**src/rtl/trig_period_meter.sv**
```systemverilog
// trig_period_meter: trigger edge detector and period / active-phase meter
// fed by the hysteresis comparator output (Compare_SIG).
// Emits a one-cycle trig_out per accepted active edge, measures period and
// active-phase width in clk_in cycles, rejects edges inside the holdoff
// window and aborts with a timeout pulse when no edge arrives in time.
module trig_period_meter #(
    parameter int unsigned CNT_WIDTH   = 32,
    parameter int unsigned HOLDOFF_CYC = 4,
    parameter int unsigned TIMEOUT_CYC = 100000000
) (
    input  logic                 clk_in,
    input  logic                 RST,
    input  logic                 Compare_SIG,
    input  logic                 trig_edge,
    input  logic                 meas_en,
    output logic                 trig_out,
    output logic [CNT_WIDTH-1:0] period,
    output logic [CNT_WIDTH-1:0] act_time,
    output logic                 meas_valid,
    output logic                 timeout
);

    typedef enum logic [1:0] {
        IDLE,
        ARM,
        MEAS
    } state_t;

    localparam logic [CNT_WIDTH-1:0] HOLDOFF = CNT_WIDTH'(HOLDOFF_CYC);
    localparam logic [CNT_WIDTH-1:0] TIMEOUT = CNT_WIDTH'(TIMEOUT_CYC);
    localparam logic [CNT_WIDTH-1:0] ONE     = CNT_WIDTH'(1);

    state_t               state;
    logic                 sig_d;
    logic                 edge_sel;
    logic [CNT_WIDTH-1:0] cnt;
    logic [CNT_WIDTH-1:0] phase_lat;

    logic rise;
    logic fall;
    logic act_edge;
    logic opp_edge;
    logic holdoff_ok;

    // Edge classification against the previous sample and the latched polarity
    always_comb begin
        rise       = Compare_SIG & ~sig_d;
        fall       = ~Compare_SIG & sig_d;
        act_edge   = edge_sel ? fall : rise;
        opp_edge   = edge_sel ? rise : fall;
        holdoff_ok = (cnt >= HOLDOFF);
    end

    // Measurement FSM with registered pulse and result outputs
    always_ff @(posedge clk_in) begin
        if (RST) begin
            state      <= IDLE;
            sig_d      <= 1'b0;
            edge_sel   <= 1'b0;
            cnt        <= '0;
            phase_lat  <= '0;
            trig_out   <= 1'b0;
            meas_valid <= 1'b0;
            timeout    <= 1'b0;
            period     <= '0;
            act_time   <= '0;
        end else begin
            sig_d      <= Compare_SIG;
            trig_out   <= 1'b0;
            meas_valid <= 1'b0;
            timeout    <= 1'b0;

            unique case (state)
                IDLE: begin
                    cnt <= '0;
                    if (meas_en) begin
                        edge_sel <= trig_edge;
                        state    <= ARM;
                    end
                end

                ARM: begin
                    if (!meas_en) begin
                        cnt   <= '0;
                        state <= IDLE;
                    end else if (act_edge) begin
                        trig_out  <= 1'b1;
                        cnt       <= ONE;
                        phase_lat <= '0;
                        state     <= MEAS;
                    end
                end

                MEAS: begin
                    if (!meas_en) begin
                        cnt   <= '0;
                        state <= IDLE;
                    end else if (act_edge && holdoff_ok) begin
                        period     <= cnt;
                        act_time   <= (phase_lat != '0) ? phase_lat : cnt;
                        meas_valid <= 1'b1;
                        trig_out   <= 1'b1;
                        cnt        <= ONE;
                        phase_lat  <= '0;
                    end else if (act_edge) begin
                        // Glitch inside holdoff: keep counting, forget any phase seen so far
                        cnt       <= cnt + ONE;
                        phase_lat <= '0;
                    end else if (cnt == TIMEOUT) begin
                        timeout <= 1'b1;
                        cnt     <= '0;
                        state   <= ARM;
                    end else begin
                        if (opp_edge && (phase_lat == '0) && holdoff_ok) begin
                            phase_lat <= cnt;
                        end
                        cnt <= cnt + ONE;
                    end
                end

                default: begin
                    cnt   <= '0;
                    state <= IDLE;
                end
            endcase
        end
    end

endmodule

```
**config.mk**
```make
export PLATFORM = sky130hd
export DESIGN_NAME = trig_period_meter
export DESIGN_NICKNAME = d
export VERILOG_FILES = /design/src/rtl/trig_period_meter.sv
export SDC_FILE = /design/constraint.sdc
export NUM_CORES = 1
export LEC_CHECK = 0
export ABC_AREA = 1
export CAP_MARGIN = 20
export CELL_PAD_IN_SITES_DETAIL_PLACEMENT = 2
export CELL_PAD_IN_SITES_GLOBAL_PLACEMENT = 2
export CORE_AREA = 2 2 148 150
export DETAILED_ROUTE_END_ITERATION = 6
export DIE_AREA = 0 0 150 152
export PLACE_DENSITY_LB_ADDON = 0.1
export SYNTH_ARGS = -nofsm -noshare
export SYNTH_HDL_FRONTEND = slang
export SYNTH_SLANG_ARGS = --single-unit
```
**constraint.sdc**
```tcl
create_clock -name clk_in -period 2.14 [get_ports clk_in]
set_input_delay 0.214 -clock clk_in [delete_from_list [all_inputs] [get_ports clk_in]]
set_output_delay 0.214 -clock clk_in [all_outputs]
set_load 0.01 [all_outputs]
```
* After elaboration in Yosys (flattened, before gate mapping)
Cells that the tools add are included. W data, S select, Z words.
Storage, ports and cells: input port bits 5, bits in registers 135, word-level logic and storage cells 76, output and inout port bits 67
Operators by class: reduce and logical (&&, ||, !) cells 13, equality and inequality tests 13, bitwise logic cells 6, magnitude comparators 1, add/subtract/negate cells 1, mux-type cells 32
Operators with widths (count):
- $mux W32 | 14
- $pmux W32 S2 | 2
- $add A32 B1 Y32 const B | 1
- $eq A32 B27 Y1 const B | 1
- $ge A32 B3 Y1 const B | 1
- $logic_not A32 Y1 | 1
- $reduce_bool A32 Y1 | 1
- $mux W2 | 7
- $ne A3 B3 Y1 const B | 4
- $ne A2 B2 Y1 const B | 4
- $ne A4 B4 Y1 const B | 2
- $mux W1 | 7
- $pmux W2 S3 | 1
- $reduce_and A6 Y1 | 1
- $reduce_and A5 Y1 | 1
- $reduce_or A5 Y1 | 1
- $not A1 Y1 | 4
- $logic_and A1 B1 Y1 | 3
- $reduce_and A3 Y1 | 1
- $and A1 B1 Y1 | 2
- $eq A2 B1 Y1 const B | 1
- $eq A2 B2 Y1 const B | 1
- $logic_not A2 Y1 | 1
- $pmux W1 S2 | 1
- other kinds (3) | 3

* Depth between registers and ports, before layout
Gate-level depths: netlist of run 1.
depth after elaboration 11, gate-level depth with buffers 14, gate-level depth less buffers 13

* Worst setup path after synthesis of run 1
OpenSTA, ideal clock, no wires.
path type reg-to-reg, from register state[0], to register period[19], arrival time 1600 ps, path slack 419 ps, data required time 2019 ps, path buffers 3, stages on the path, launching flop included 11, library setup time 121 ps, cells stage by stage dfxtp_1 inv_1 ha_1 buf_2 nand2_1 inv_1 nand2_1 nor2_2 buf_4 buf_2 a21oi_1
On the way: cells in the longest elaborated chain, start to end 2
RTL lines:
- from (decl) | line 33 | state_t state;
- from (signal assigned) | line 57 | state <= IDLE;
- from (signal assigned) | line 78 | state <= ARM;
- from (signal assigned) | line 85 | state <= IDLE;
- $eq A2 B2 Y1 | line 73 | unique case (state)
- $reduce_and A3 Y1 (no line)
- to (signal assigned) | line 99 | period <= cnt;
- to (decl) | line 17 | output logic [CNT_WIDTH-1:0] period,
Every way passes these cells. A chain may end at the register's enable or synchronous reset.

* Worst setup path in the final report of run 1
from register cnt[16], to register phase_lat[15]
On the way: cells in the longest elaborated chain, start to end 5
RTL lines:
- from (decl) | line 36 | logic [CNT_WIDTH-1:0] cnt;
- from (signal assigned) | line 107 | cnt <= cnt + ONE;
- from (signal assigned) | line 117 | cnt <= cnt + ONE;
- $ge A32 B3 Y1 | line 51 | holdoff_ok = (cnt >= HOLDOFF);
- $logic_and A1 B1 Y1 | line 98 | end else if (act_edge && holdoff_ok) begin
- $mux W32 | line 98
- $mux W32 | line 95 | if (!meas_en) begin
- $pmux W32 S2 | line 73
- to (signal assigned) | line 115 | phase_lat <= cnt;
- to (decl) | line 37 | logic [CNT_WIDTH-1:0] phase_lat;
Several ways; a longest one is shown, not always the timed one. The select of a mux whose other input is x is not followed.

==> results.md, run 1 <==
- CP Buf/Inv Count: 3
- Top-area cell type share of the netlist area: between 40 and 50%
- Worst Setup End Kind: flop
- Synthesized area per cell: about 6.8 um^2
- Synth Net Count: ~1000
- GRT Util Overall: a little under a quarter
- Via count: around 7000
- Pleak: 0.00321 uW
- Multi-input logic area: ~3300 um^2
- R2r setup slk: 0.14 ns
- Die Wd: 150 um
- Multiplexer area fraction after synthesis: 0%
- CP top delay family: simple AND/OR/NAND/NOR gates
- Finish-stage setup viols: 0
- TritonCTS clock tree: built
- I/O pin count: 72
- Clock sink count: approximately 140
- Ys Warns: 0
- # fillers: roughly 2600
- Initial Util: roughly a third
- Drt drc: 0
- PD cells: between 700 and 800 nW/um^2
- Startpoint Class: flop
- Layout cells sized above 1: around an eighth
- CTS root buf: clkbuf_16
- CTS H-Tree Depth: 4
- Max-slew violations: 0
- Clock slew at reported path FFs: ~0.070 ns
- Total of max-cap violations: 0
- Largest stage delay on the critical path: about 0.38 ns
- Initial antenna violation count: 0
- Gate Count Post-Synth: between 900 and 1000
- Sequential share of the synthesized area: 40.2%
- Post-synthesis register bit count: about 140
- Setup slack after layout: around 0.14 ns
- Post-Synth Simple-Gate Area: 32.2%
- Post-CTS setup repair buffer count: 0
- VDD IR max: about 0.37 mV
- Worst-margin pin slew: 0.561 ns
- RSZ-0062 raised after global routing: true
- Fmax: 500 MHz
- Clock Latency Late Sink: between 0.4 and 0.5 ns
- Rows: 54
- Largest family of logic cells by synthesized area: simple AND/OR/NAND/NOR gates
- Critical path type: flop to flop
- Pre-CTS setup slack: -0.0562 ns
- Critical path peak fanout: 20
- Hold_ws: between 0.2 and 0.3 ns
- Area share of fa/ha/maj cells after synthesis: about 1.1%
- ANT cells: 0
- Final Skew: about 0.011 ns
- Final WL: about 26000 um
- GPL Wtd Cong: about 0.85
- Final net count: 1098
- Sequential Area: about 2700 um^2
- Status: finished clean
- Main area contributors after synthesis: dfxtp_1 (40%), nand2_1 (12%), a21oi_1 (8.9%), nand3_1 (7.7%), nor2_1 (5.9%)
- Complex-gate fraction of the synthesized area: between 10% and 20%
- Die H: 152 um
- Normalized max-slew margin: a little over 60%
- Cts bufs inserted: 17
- Area growth, synth to finish: 28.7%
- Largest net degree at the start of global routing: between 60 and 70
- First-pass GRT wire length: approximately 41000 um
- Period minus WS final: ~2 ns
- Synth area leader: dfxtp_1
- Drt first-iter violations: ~320
- GRT overflow: 0
- Vias in the first global route: between 7000 and 8000
- Critical Path, Cell by Cell: inv_1 -> nand3_1 -> nor2_1 -> nand2_1 -> nor2_4 -> inv_1 -> nand3_2 -> nand2_4 -> buf_12 -> nand3_1 -> nand2_1 -> nor2_1
- Drt first pass iters: 4
- Required time worst endpoint: between 2 and 3 ns
- HPWL after detailed placement: roughly 19000 um
- Synth cell types: 31
- Synthesized area: a little under 7000 um^2
- ANT nets after route: 0
- Core Util, Final: 40.5%
- Die area: about 23000 um^2
- Core Box Area: roughly 21000 um^2
- Hold WC Path Type: input port to flop
- Routed WL per cell: around 19 um
- Highest-delay cell along the critical path: dfxtp_1
- CTS Buffer Depth: 2
- Vias per cell: slightly above 5
- Xor and xnor fraction of the mapped netlist area: roughly 1.3%
- Worst Path Arrival: about 2.4 ns
- IO buf count: 71
- Tcrit/Tclk final: between 90% and 100%
- Fin. Hold Viols: 0
## through the flow
stage | TNS, ns | area (um^2) | total power [uW] | std cells
floorplan | 0 | 6730 | 3190 | 993
global placement | -0.0262 | 8070 | 3580 | 1348
detailed placement | -1.17 | 8070 | 3600 | 1348
CTS | 0 | 8630 | 6490 | 1380
global route | -0.0527 | 8660 | 6700 | 1380
finish | 0 | 8660 | 6420 | 1380
## cells in the final DEF (no fill, tap or decap), types with 2 or more instances in the layout
| cell | count |
|---|---|
| nor2_1 | 102 |
| nor2_4 | 7 |
| nand2_1 | 207 |
| nand2_2 | 3 |
| nand3_2 | 2 |
| dfxtp_2 | 5 |
| nor3_1 | 13 |
| nor4_1 | 2 |
| nor2_2 | 15 |
| buf_4 | 55 |
| o21ai_1 | 2 |
| ha_1 | 6 |
| inv_6 | 6 |
| clkdlybuf4s50_1 | 70 |
| a21oi_1 | 120 |
| buf_12 | 10 |
| inv_8 | 2 |
| xor2_1 | 10 |
| nand3_1 | 103 |
| clkinv_4 | 2 |
| inv_2 | 7 |
| inv_1 | 91 |
| and2_1 | 2 |
| nand3b_1 | 6 |
| clkbuf_16 | 17 |
| o21ai_0 | 70 |
| dfxtp_1 | 130 |
| nand4_1 | 21 |
| nand2_4 | 2 |
| clkinvlp_4 | 3 |
## worst reg2reg max path: cells and delay by family, from the launching register on
kind	cells	cell delay (ns)
and+or+nand+nor	9	1.10
buffers and inverters	3	0.48
DFF	1	0.38
## synthesized netlist by cell type (all sizes together)
cell type	number
nand2	212
dfxtp	135
nor2	124
a21oi	120
nand3	105
inv	98
o21ai	72
buf	32
clkbuf	29
nand4	21
nor3	14
xor2	10
ha	6
nand3b	6
and2	2
nor4	2
clkinv	1
nor3b	1
o211a	1
o211ai	1
o22ai	1
## timing repair
| item | 4_1_cts | 5_1_grt |
|---|---|---|
| pin swaps | 0 | 0 |
| gates resized for setup | 1 | 12 |
| setup endpoints to repair | 33 | 62 |
| hold buffers | 0 | 0 |
## final cells by class
| type | count | share of cell area, % |
|---|---|---|
| clock buffers | 17 | 4.91 |
| flip-flops and latches | 135 | 31.3 |
| repair buffers | 136 | 15.2 |
| clock inverters | 15 | 1.58 |
| multi-input cells | 698 | 38.6 |
| inverters | 99 | 4.29 |
| well taps | 280 | 4.05 |
## report_power, final
group | switching [uW] | internal (uW) | total, uW
Sequential | 31.1 | 2560 | 2590
Clock | 1330 | 1530 | 2850
Combinational | 659 | 311 | 970
Total | 2020 | 4400 | 6420
## cell families after synthesis
group / after synthesis
AO/OA/AOI/OAI: 195
XOR/XNOR: 10
adder cells (fa/ha/maj): 6
buffers and inverters: 160
flip-flops: 135
AND/OR/NAND/NOR: 487
## per-layer routing
metal | GRT usage [%] | vias to the layer above | share of wire [%]
li1 | - | 3418 | -
met1 | 32.1 | 3447 | 48
met2 | 38.6 | 107 | 47
met3 | 3.51 | 31 | 2.7
met4 | 6.69 | 0 | 2.2
met5 | 0 | - | 0
## state kept, by name, summed over array words and instances (netlist names)
signal	cells
cnt	32
act_time	32
trig_out	1
period	32
timeout	1
sig_d	1
phase_lat	32
meas_valid	1
edge_sel	1
state	2
## final timing paths
kind | startpoint | to | depth (start not counted)
max reg2reg | cnt[16] | phase_lat[15] | 12
min reg2reg | act_time[12] | act_time[12] | 2
min | RST | act_time[12] | 3
max | cnt[16] | phase_lat[15] | 12
Power figures use the tool's default switching activity.
==> inputs of run 2 (changes only) <==
- PLACE_DENSITY: not set -> 0.79
- PLACE_DENSITY_LB_ADDON: 0.1 -> not set
==> results.md, run 2 (synthesis results as in run 1) <==
- Drt drc: 0
- PD cells: roughly 740 nW/um^2
- Normalized max-slew margin: 56.0%
- Hold_ws: between 0.15 and 0.2 ns
- Die area: between 20000 and 25000 um^2
- Via count: just over 7000
- TritonCTS clock tree: built
- VDD IR max: around 0.48 mV
- CTS H-Tree Depth: 4
- Status: finished clean
- GRT overflow: 0
- Routed WL per cell: approximately 19 um
- Area growth, synth to finish: 28.6%
- Final net count: approximately 1100
- HPWL after detailed placement: between 15000 and 20000 um
- Max-slew violations: 0
- Worst Path Arrival: about 2.3 ns
- Fmax: roughly 500 MHz
- Final instance area: 8650 um^2
- Core Box Area: ~21000 um^2
- Pre-CTS setup slack: -0.0458 ns
- Worst Setup End Kind: flop
- Fin. Hold Viols: 0
- Die Wd: 150 um
- Rows: 54
- Tcrit/Tclk final: approximately 94%
- Clock sink count: approximately 140
- Largest net degree at the start of global routing: 65
- Drt first-iter violations: around 360
- Final WL: ~26000 um
- GRT Util Overall: 23.5%
- Total of max-cap violations: 0
- Setup slack after layout: ~0.12 ns
- CTS Buffer Depth: 2
- Initial antenna violation count: 0
- First-pass GRT wire length: 41800 um
- CTS root buf: clkbuf_16
- Critical path peak fanout: 7
- Worst-margin pin slew: roughly 0.66 ns
- Initial Util: 31.5%
- Layout cells sized above 1: roughly 13%
- Finish-stage setup viols: 0
- IO buf count: around 70
- Commonest non-fill, non-tap cell in the layout: nand2_1
- Vias in the first global route: about 7600
- Required time worst endpoint: 2.45 ns
- ANT nets after route: 0
- Most frequent cells in the layout: nand2_1 (207), dfxtp_1 (130), a21oi_1 (119)
- I/O pin count: 72
- Final total power: roughly 6400 uW
- Period minus WS final: about 2.0 ns
- Final Skew: 0.0195 ns
- Hold WC Path Type: input port to flop
- Startpoint Class: flop
- Pleak: ~0.0032 uW
- Clock Latency Late Sink: between 0.4 and 0.5 ns
- Vias per cell: 5.11
- Clock slew at reported path FFs: approximately 0.07 ns
- Cts bufs inserted: 17
- Drt first pass iters: 4
- Die H: ~150 um
- Critical path type: flop to flop
- Post-DP Area: approximately 8000 um^2
- GPL Wtd Cong: a little under 0.9
## run 2: cell count changes in the layout (fill, tap and decap cells not counted), moves of 2 or more
cell      previous run  this run
nor3_2               1         3
nor3_1              13        11
inv_8                2         0
clkbuf_1             0         2
nor2_1             102       104
## run 2: where the power goes
| part | switching [uW] | internal, uW | total (uW) |
|---|---|---|---|
| registers | 32.6 | 2560 | 2600 |
| clock network | 1240 | 1650 | 2890 |
| logic | 626 | 293 | 919 |
| total | 1900 | 4500 | 6400 |
## run 2: stage by stage
stage	TNS, ns	utilization, %	cells
2_1_floorplan	0	-	993
3_3_place_gp	-0.00621	37.6	1346
3_5_place_dp	-0.160	37.6	1346
4_1_cts	0	40.2	1378
5_1_grt	-0.00335	40.5	1380
6_report	0	40.5	1381
## run 2: critical path, stage by stage (launching register included)
cell	delay, ns
dfxtp_1	0.48
nand2_1	0.18
nor2_1	0.22
nand4_1	0.25
nor3_2	0.29
buf_4	0.18
nand2_1	0.07
xor2_1	0.17
nor2_2	0.06
## run 2: layout make-up
type	instances	area, um^2
repair buffers	136	1310
clock inverters	12	116
inverters	99	372
diodes	1	2.50
fillers	2500	12700
flip-flops and latches	135	2710
well taps	280	350
clock buffers	20	447
multi-input cells	698	3350
## run 2: path summary, 6_finish.rpt
check               startpoint  slack, ns             to  cells past startpoint
setup / recovery        cnt[7]       0.12        cnt[17]                      8
hold / removal             RST       0.19  phase_lat[13]                      4
setup reg to reg        cnt[7]       0.12        cnt[17]                      8
hold reg to reg   act_time[23]       0.46   act_time[23]                      2
## run 2: routing by layer
| metal | global-route usage [%] | wire length [um] |
|---|---|---|
| met5 | 0 | 0 |
| met2 | 40.1 | 12800 |
| met1 | 30.6 | 12200 |
| met4 | 6.47 | 411 |
| met3 | 3.51 | 723 |
## run 2: timing repair
action	4_1_cts	5_1_grt
setup buffers	0	2
hold buffers	0	0
endpoints found under the setup margin	0	62
resized for setup	0	14
==> inputs of run 3 (changes only) <==
- CTS_CLUSTER_DIAMETER: not set -> 100
- SKIP_LAST_GASP: not set -> 1
==> results of run 3 <==
No change in the layout: final DEF, timing and power equal those of run 2.
